<file path="src/rtl/writeback_stage.sv">
// rv32 writeback stage: in-order result queue feeding the register-file write port and decode bypass.
// Optional retired-instruction counter enabled by defining WB_INSTRET_EN.
module writeback_stage #(
  parameter int XLEN  = 32,
  parameter int DEPTH = 2
) (
  input  logic              clock,
  input  logic              reset,
  input  logic              in_valid,
  output logic              in_ready,
  input  logic [4:0]        in_rd,
  input  logic [XLEN-1:0]   in_result,
  input  logic              in_reg_write,
  input  logic              in_is_load,
  input  logic [2:0]        in_funct3,
  input  logic [1:0]        in_addr_lo,
  input  logic              wb_stall,
  output logic [XLEN-1:0]   write_data,
  output logic [4:0]        write_destination,
  output logic              write_enable,
  input  logic [4:0]        query_rs1,
  input  logic [4:0]        query_rs2,
  output logic              hit1,
  output logic              hit2,
  output logic [XLEN-1:0]   hit_data1,
  output logic [XLEN-1:0]   hit_data2,
  output logic [63:0]       instret
);

  localparam int PTR_W = $clog2(DEPTH);
  localparam int CNT_W = $clog2(DEPTH + 1);

  function automatic logic [XLEN-1:0] fmt_load(input logic [XLEN-1:0] raw,
                                               input logic [2:0]      f3,
                                               input logic [1:0]      lo);
    logic signed [7:0]  b;
    logic signed [15:0] h;
    logic [XLEN-1:0]    r;
    case (lo)
      2'd0:    b = raw[7:0];
      2'd1:    b = raw[15:8];
      2'd2:    b = raw[23:16];
      default: b = raw[31:24];
    endcase
    h = lo[1] ? raw[31:16] : raw[15:0];
    case (f3)
      3'b000:  r = {{(XLEN-8){b[7]}}, b};
      3'b100:  r = {{(XLEN-8){1'b0}}, b};
      3'b001:  r = {{(XLEN-16){h[15]}}, h};
      3'b101:  r = {{(XLEN-16){1'b0}}, h};
      default: r = raw;
    endcase
    return r;
  endfunction

  logic [PTR_W-1:0] rd_ptr, wr_ptr, bypass_idx;
  logic [CNT_W-1:0] count;
  logic             not_full, not_empty, push, pop;
  logic [XLEN-1:0]  fmt_p0;

  logic [XLEN-1:0]  ent_data_p1 [DEPTH];
  logic [4:0]       ent_rd_p1   [DEPTH];
  logic             ent_we_p1   [DEPTH];

  logic             hit1_c, hit2_c;
  logic [XLEN-1:0]  hd1_c, hd2_c;

  assign not_full  = (count != CNT_W'(DEPTH));
  assign not_empty = (count != '0);
  assign push      = reset && in_valid && not_full;
  assign pop       = reset && not_empty && !wb_stall;

  assign fmt_p0 = in_is_load ? fmt_load(in_result, in_funct3, in_addr_lo) : in_result;

  // stage 0 -> 1: formatted result enters the queue
  always_ff @(posedge clock) begin
    if (push) begin
      ent_data_p1[wr_ptr] <= fmt_p0;
      ent_rd_p1[wr_ptr]   <= in_rd;
      ent_we_p1[wr_ptr]   <= in_reg_write;
    end
  end

  always_ff @(posedge clock) begin
    if (!reset) begin
      rd_ptr <= '0;
      wr_ptr <= '0;
      count  <= '0;
    end else begin
      if (push) wr_ptr <= wr_ptr + PTR_W'(1);
      if (pop)  rd_ptr <= rd_ptr + PTR_W'(1);
      case ({push, pop})
        2'b10:   count <= count + CNT_W'(1);
        2'b01:   count <= count - CNT_W'(1);
        default: count <= count;
      endcase
    end
  end

  // Walk oldest to youngest so the youngest match wins the bypass.
  always_comb begin
    hit1_c     = 1'b0;
    hit2_c     = 1'b0;
    hd1_c      = '0;
    hd2_c      = '0;
    bypass_idx = '0;
    for (int k = 0; k < DEPTH; k++) begin
      bypass_idx = rd_ptr + PTR_W'(k);
      if ((CNT_W'(k) < count) && ent_we_p1[bypass_idx] && (ent_rd_p1[bypass_idx] != 5'd0)) begin
        if (ent_rd_p1[bypass_idx] == query_rs1) begin
          hit1_c = 1'b1;
          hd1_c  = ent_data_p1[bypass_idx];
        end
        if (ent_rd_p1[bypass_idx] == query_rs2) begin
          hit2_c = 1'b1;
          hd2_c  = ent_data_p1[bypass_idx];
        end
      end
    end
  end

  // stage 1 -> register file: head drives the write port combinationally
  assign in_ready          = !reset || not_full;
  assign write_enable      = pop && ent_we_p1[rd_ptr] && (ent_rd_p1[rd_ptr] != 5'd0);
  assign write_data        = (reset && not_empty) ? ent_data_p1[rd_ptr] : '0;
  assign write_destination = (reset && not_empty) ? ent_rd_p1[rd_ptr] : 5'd0;
  assign hit1              = reset && hit1_c;
  assign hit2              = reset && hit2_c;
  assign hit_data1         = (reset && hit1_c) ? hd1_c : '0;
  assign hit_data2         = (reset && hit2_c) ? hd2_c : '0;

`ifdef WB_INSTRET_EN
  logic [63:0] instret_q;

  always_ff @(posedge clock) begin
    if (!reset)   instret_q <= 64'd0;
    else if (pop) instret_q <= instret_q + 64'd1;
  end

  assign instret = instret_q;
`else
  assign instret = 64'd0;
`endif

endmodule
</file>
<file path="config.mk">
export PLATFORM = sky130hd
export DESIGN_NAME = writeback_stage
export DESIGN_NICKNAME = d
export VERILOG_FILES = /design/src/rtl/writeback_stage.sv
export SDC_FILE = /design/constraint.sdc
export NUM_CORES = 1
export LEC_CHECK = 0
export BUFFER_PORTS_ARGS = -buffer_cell sky130_fd_sc_hd__buf_4
export CELL_PAD_IN_SITES_DETAIL_PLACEMENT = 0
export CELL_PAD_IN_SITES_GLOBAL_PLACEMENT = 1
export CORE_ASPECT_RATIO = 0.75
export CORE_MARGIN = 1
export CORE_UTILIZATION = 37
export DETAILED_ROUTE_END_ITERATION = 8
export GPL_TIMING_DRIVEN = 0
export PLACE_DENSITY = 0.82
export SETUP_SLACK_MARGIN = 0.02
export SYNTH_ARGS = -nofsm -noshare
export SYNTH_HDL_FRONTEND = slang
export SYNTH_SLANG_ARGS = --single-unit
</file>
<file path="constraint.sdc">
create_clock -name clock -period 4.61 [get_ports clock]
set_clock_uncertainty 0.05 [all_clocks]
set_input_delay 1.1525 -clock clock [delete_from_list [all_inputs] [get_ports clock]]
set_output_delay 1.1525 -clock clock [all_outputs]
set_load 0.005 [all_outputs]
</file>
==> results.txt <==
----------------------------------------------------
[Run status]
  Result of the run ... finished clean

[Timing]
  Count of final max-slew check failures ... 0
  Minimum clock period ... roughly 4.1 ns
  Finish-stage setup viols ... 0
  RSZ-0062 raised after global routing ... false
  Crit share post-route ... 0.899
  Relative slew margins ... 0.495
  Highest achievable clock rate ... approximately 240 MHz
  Fin worst setup slack ... roughly 0.47 ns
  Actual slew at the worst max-slew pin ... approximately 0.76 ns
  Min Hold Slack ... a little over 0.5 ns
  Final hold violation count ... 0

[Flow run]
  Maximum Capacitance Violations ... 0

[Critical path]
  Crit start category ... input pin
  Required time of the critical path ... about 3.4 ns
  Crit Path Category ... in -> out
  Critical Path End Type ... output port
  Crit path max fanout ... 10
  Worst Path Arrival ... just under 3 ns

[Power]
  Maximum ir drop on the vdd rail ... approximately 160 uV
  Cell area power density ... approximately 260 nW/um^2
  Static leakage ... ~3.7 nW

[Detailed routing]
  1st-iter DRT viols ... ~350
  Pre-antenna DRT Iters ... 5
  Met3 routed WL ... roughly 1500 microns
  Met2 WL ... between 8000 and 9000 microns
  Vias per inst ... ~4.9
  Routed wire per std cell ... around 16 microns
  Via count ... 6042
  Residual DRC ... 0
  Metal1 wirelength ... 9780 microns
  ANT nets after route ... 0
  Final WL ... 20400 microns
  Top Layer Used ... met4

[CTS]
  Buffers inserted by post-CTS timing repair ... 0
  TritonCTS clock tree ... built
  Clock net sink count ... 81
  Register clock-pin slew on the reported worst setup and hold paths ... ~0.060 ns
  Buffer depth of the longest clock path ... 2
  Number of levels the H-tree was split into ... 3
  Number of hold-repair buffers added at the cts stage ... 0
  Number of instances resized during post-cts repair ... 0
  Num CTS Buffers ... 9
  Clock Tree Root ... sky130_fd_sc_hd__clkbuf_16
  Source-to-sink clock delay at the later pin of the worst-skew pair ... around 0.33 ns

[Floorplanning]
  Top-level port count ... 227
  Vertical die dimension ... around 120 microns
  Die width ... between 150 and 200 microns
  Core ar. ... approximately 17000 sq um
  Initial core utilization ... 0.383
  Area of the die ... 18100 sq um
  Number of placement rows ... 41

[Global routing]
  Gr usage total ... 0.222
  Initial antenna violation count ... 0
  Wire length of the first global-routing pass ... 30600 microns
  GRT overflow ... 0
  Maximum number of pins on one net before global-route repair ... 22
  Via count of the first global-routing pass ... 5533

[Synthesis]
  Total of warnings raised by yosys ... 0
  Share of synthesized registers carrying an async set or reset ... 0
  Sequential area share after synthesis ... 0.366
  Top post-synthesis cells by area ... sky130_fd_sc_hd__edfxtp_1, sky130_fd_sc_hd__o21ai_0, sky130_fd_sc_hd__buf_4, sky130_fd_sc_hd__nor2b_1, sky130_fd_sc_hd__and2_1
  Post-Synthesis Cells ... ~770
  Top-area cell type share of the netlist area ... 0.350
  Multiplexer share of the synthesized area ... 0.0436
  Combinational family with the most area after synthesis ... simple AND/OR/NAND/NOR gates
  Library cell with the largest summed area after synthesis ... sky130_fd_sc_hd__edfxtp_1
  Post-synth design cell area ... 6510 sq um
  Xor and xnor area share after synthesis ... 0.0323
  Adder and majority cell fraction of the synthesized area ... 0.00768
  Most used DFF post-synth ... sky130_fd_sc_hd__edfxtp_1
  Fraction of the mapped netlist area in compound gates ... 0.210
  Number of synthesized flops with an enable pin ... 76
  Synthesized area per cell ... around 8.5 sq um
  Flip-flop and latch count after synthesis ... between 80 and 90
  Basic-gate share of the synthesized area counting and, or, nand and nor cells ... 0.217
  Library cells used by synthesis ... between 50 and 60

[Hold path]
  Hold Crit Class ... reg -> reg

[Final layout]
  Share of post-route cells with drive strength above 1 ... 0.287
  Final instance area ... about 8600 sq um
  Area delta synth->final ... 32.1%
  Diodes inserted ... 0
  Count of non-filler cells in the finished layout ... 1245
  Final #Nets ... 1066
  Fraction of the core area covered by cells at the end of the flow ... 0.505

[Place]
  DP Wirelength ... 15900 microns
  Weighted congestion at the end of routability-driven global placement ... about 0.96
  Cell count after placement ... between 1000 and 1500
  IO buf count ... 160
  Area of placed instances ... between 8000 and 9000 sq um
  Worst setup slack before clock tree synthesis ... roughly 0.46 ns

----------------------------------------------------
-- cell type report --
class | instances | area (sq um)
flip-flops and latches | 81 | 2380
clock buffers | 10 | 229
well taps | 236 | 295
clock inverters | 6 | 58.8
plain buffers | 114 | 758
repair buffers | 162 | 1260
fillers | 1675 | 8430
inverters | 11 | 41.3
multi-input cells | 625 | 3580
-- synthesized netlist by cell type (all sizes together) (7+ instances only) --
library cell	n
inv	11
and2	56
o21ai	130
nor2	79
xor2	7
xnor2	17
mux2i	19
a21oi	65
nand2	55
edfxtp	76
a2bb2oi	7
clkbuf	27
buf	87
nor2b	57
-- worst max-delay path, stage by stage --
cell and delay [ns]:
sky130_fd_sc_hd__clkbuf_1 0.21, sky130_fd_sc_hd__nand2b_1 0.16, sky130_fd_sc_hd__clkbuf_1 0.48, sky130_fd_sc_hd__buf_1 0.56
sky130_fd_sc_hd__nor2_1 0.19, sky130_fd_sc_hd__buf_4 0.18
-- metal layers --
layer	track usage	vias to the layer above
li1	-	3026
met1	0.329	2735
met2	0.337	262
met3	0.0372	19
met4	0.0569	0
met5	0	-
-- state kept, by name (all words and copies together) (netlist names), named ones only --
signal and cells:
ent_data_p1 64, ent_rd_p1 10, count 2, ent_we_p1 2, rd_ptr 1, wr_ptr 1
-- worst paths after layout --
| check | to | slack, ns | start | cells past startpoint |
|---|---|---|---|---|
| worst min register to register | count[0]$_SDFFE_PN0P_ | 0.51 | count[0]$_SDFFE_PN0P_ | 2 |
| worst max register to register | ent_data_p1[1][16]$_DFFE_PP_ | 2.33 | count[0]$_SDFFE_PN0P_ | 5 |
| worst min-delay path | count[0]$_SDFFE_PN0P_ | 0.51 | count[0]$_SDFFE_PN0P_ | 2 |
| worst max-delay path | write_data[11] | 0.47 | reset | 6 |
-- through the flow --
step,power (mW),setup TNS [ns]
6_report,2.20,0
5_1_grt,2.31,0
4_1_cts,2.20,0
3_5_place_dp,1.52,0
3_3_place_gp,1.51,-37.16
2_1_floorplan,1.28,0
-- where the power goes --
group | internal, mW | total, mW | switching [mW]
sequential | 0.859 | 0.878 | 0.0184
clock | 0.416 | 0.688 | 0.273
combinational | 0.273 | 0.630 | 0.357
-- cell usage in the layout, fill, tap and decap left out, drive strengths merged, types with 3 or more instances in the layout --
cell type,synthesis,routed
xor2,7,7
buf,87,249
o2bb2ai,5,5
mux2i,19,19
a21oi,65,65
a32oi,3,3
or4,4,4
ha,4,4
o21ai,130,130
and2,56,56
nand2b,6,6
a21o,4,4
nand2,55,55
clkinv,0,4
nor3,3,3
mux4,4,4
nor2b,57,57
conb,1,64
edfxtp,76,76
inv,11,11
clkbuf,27,37
a2bb2oi,7,7
nand3,6,6
dfxtp,5,5
o211ai,6,6
xnor2,17,17
a22oi,6,6
o22ai,3,3
nor2,79,79
-- cells by family after synthesis --
group	count (synthesis)
DFF	81
buffers and inverters	125
other	1
adders and majority gates	4
AOI/OAI and AO/OA	234
and+or+nand+nor	276
muxes	23
xor gates and xnor gates	24
No activity file was read; power rests on OpenSTA's default activity.
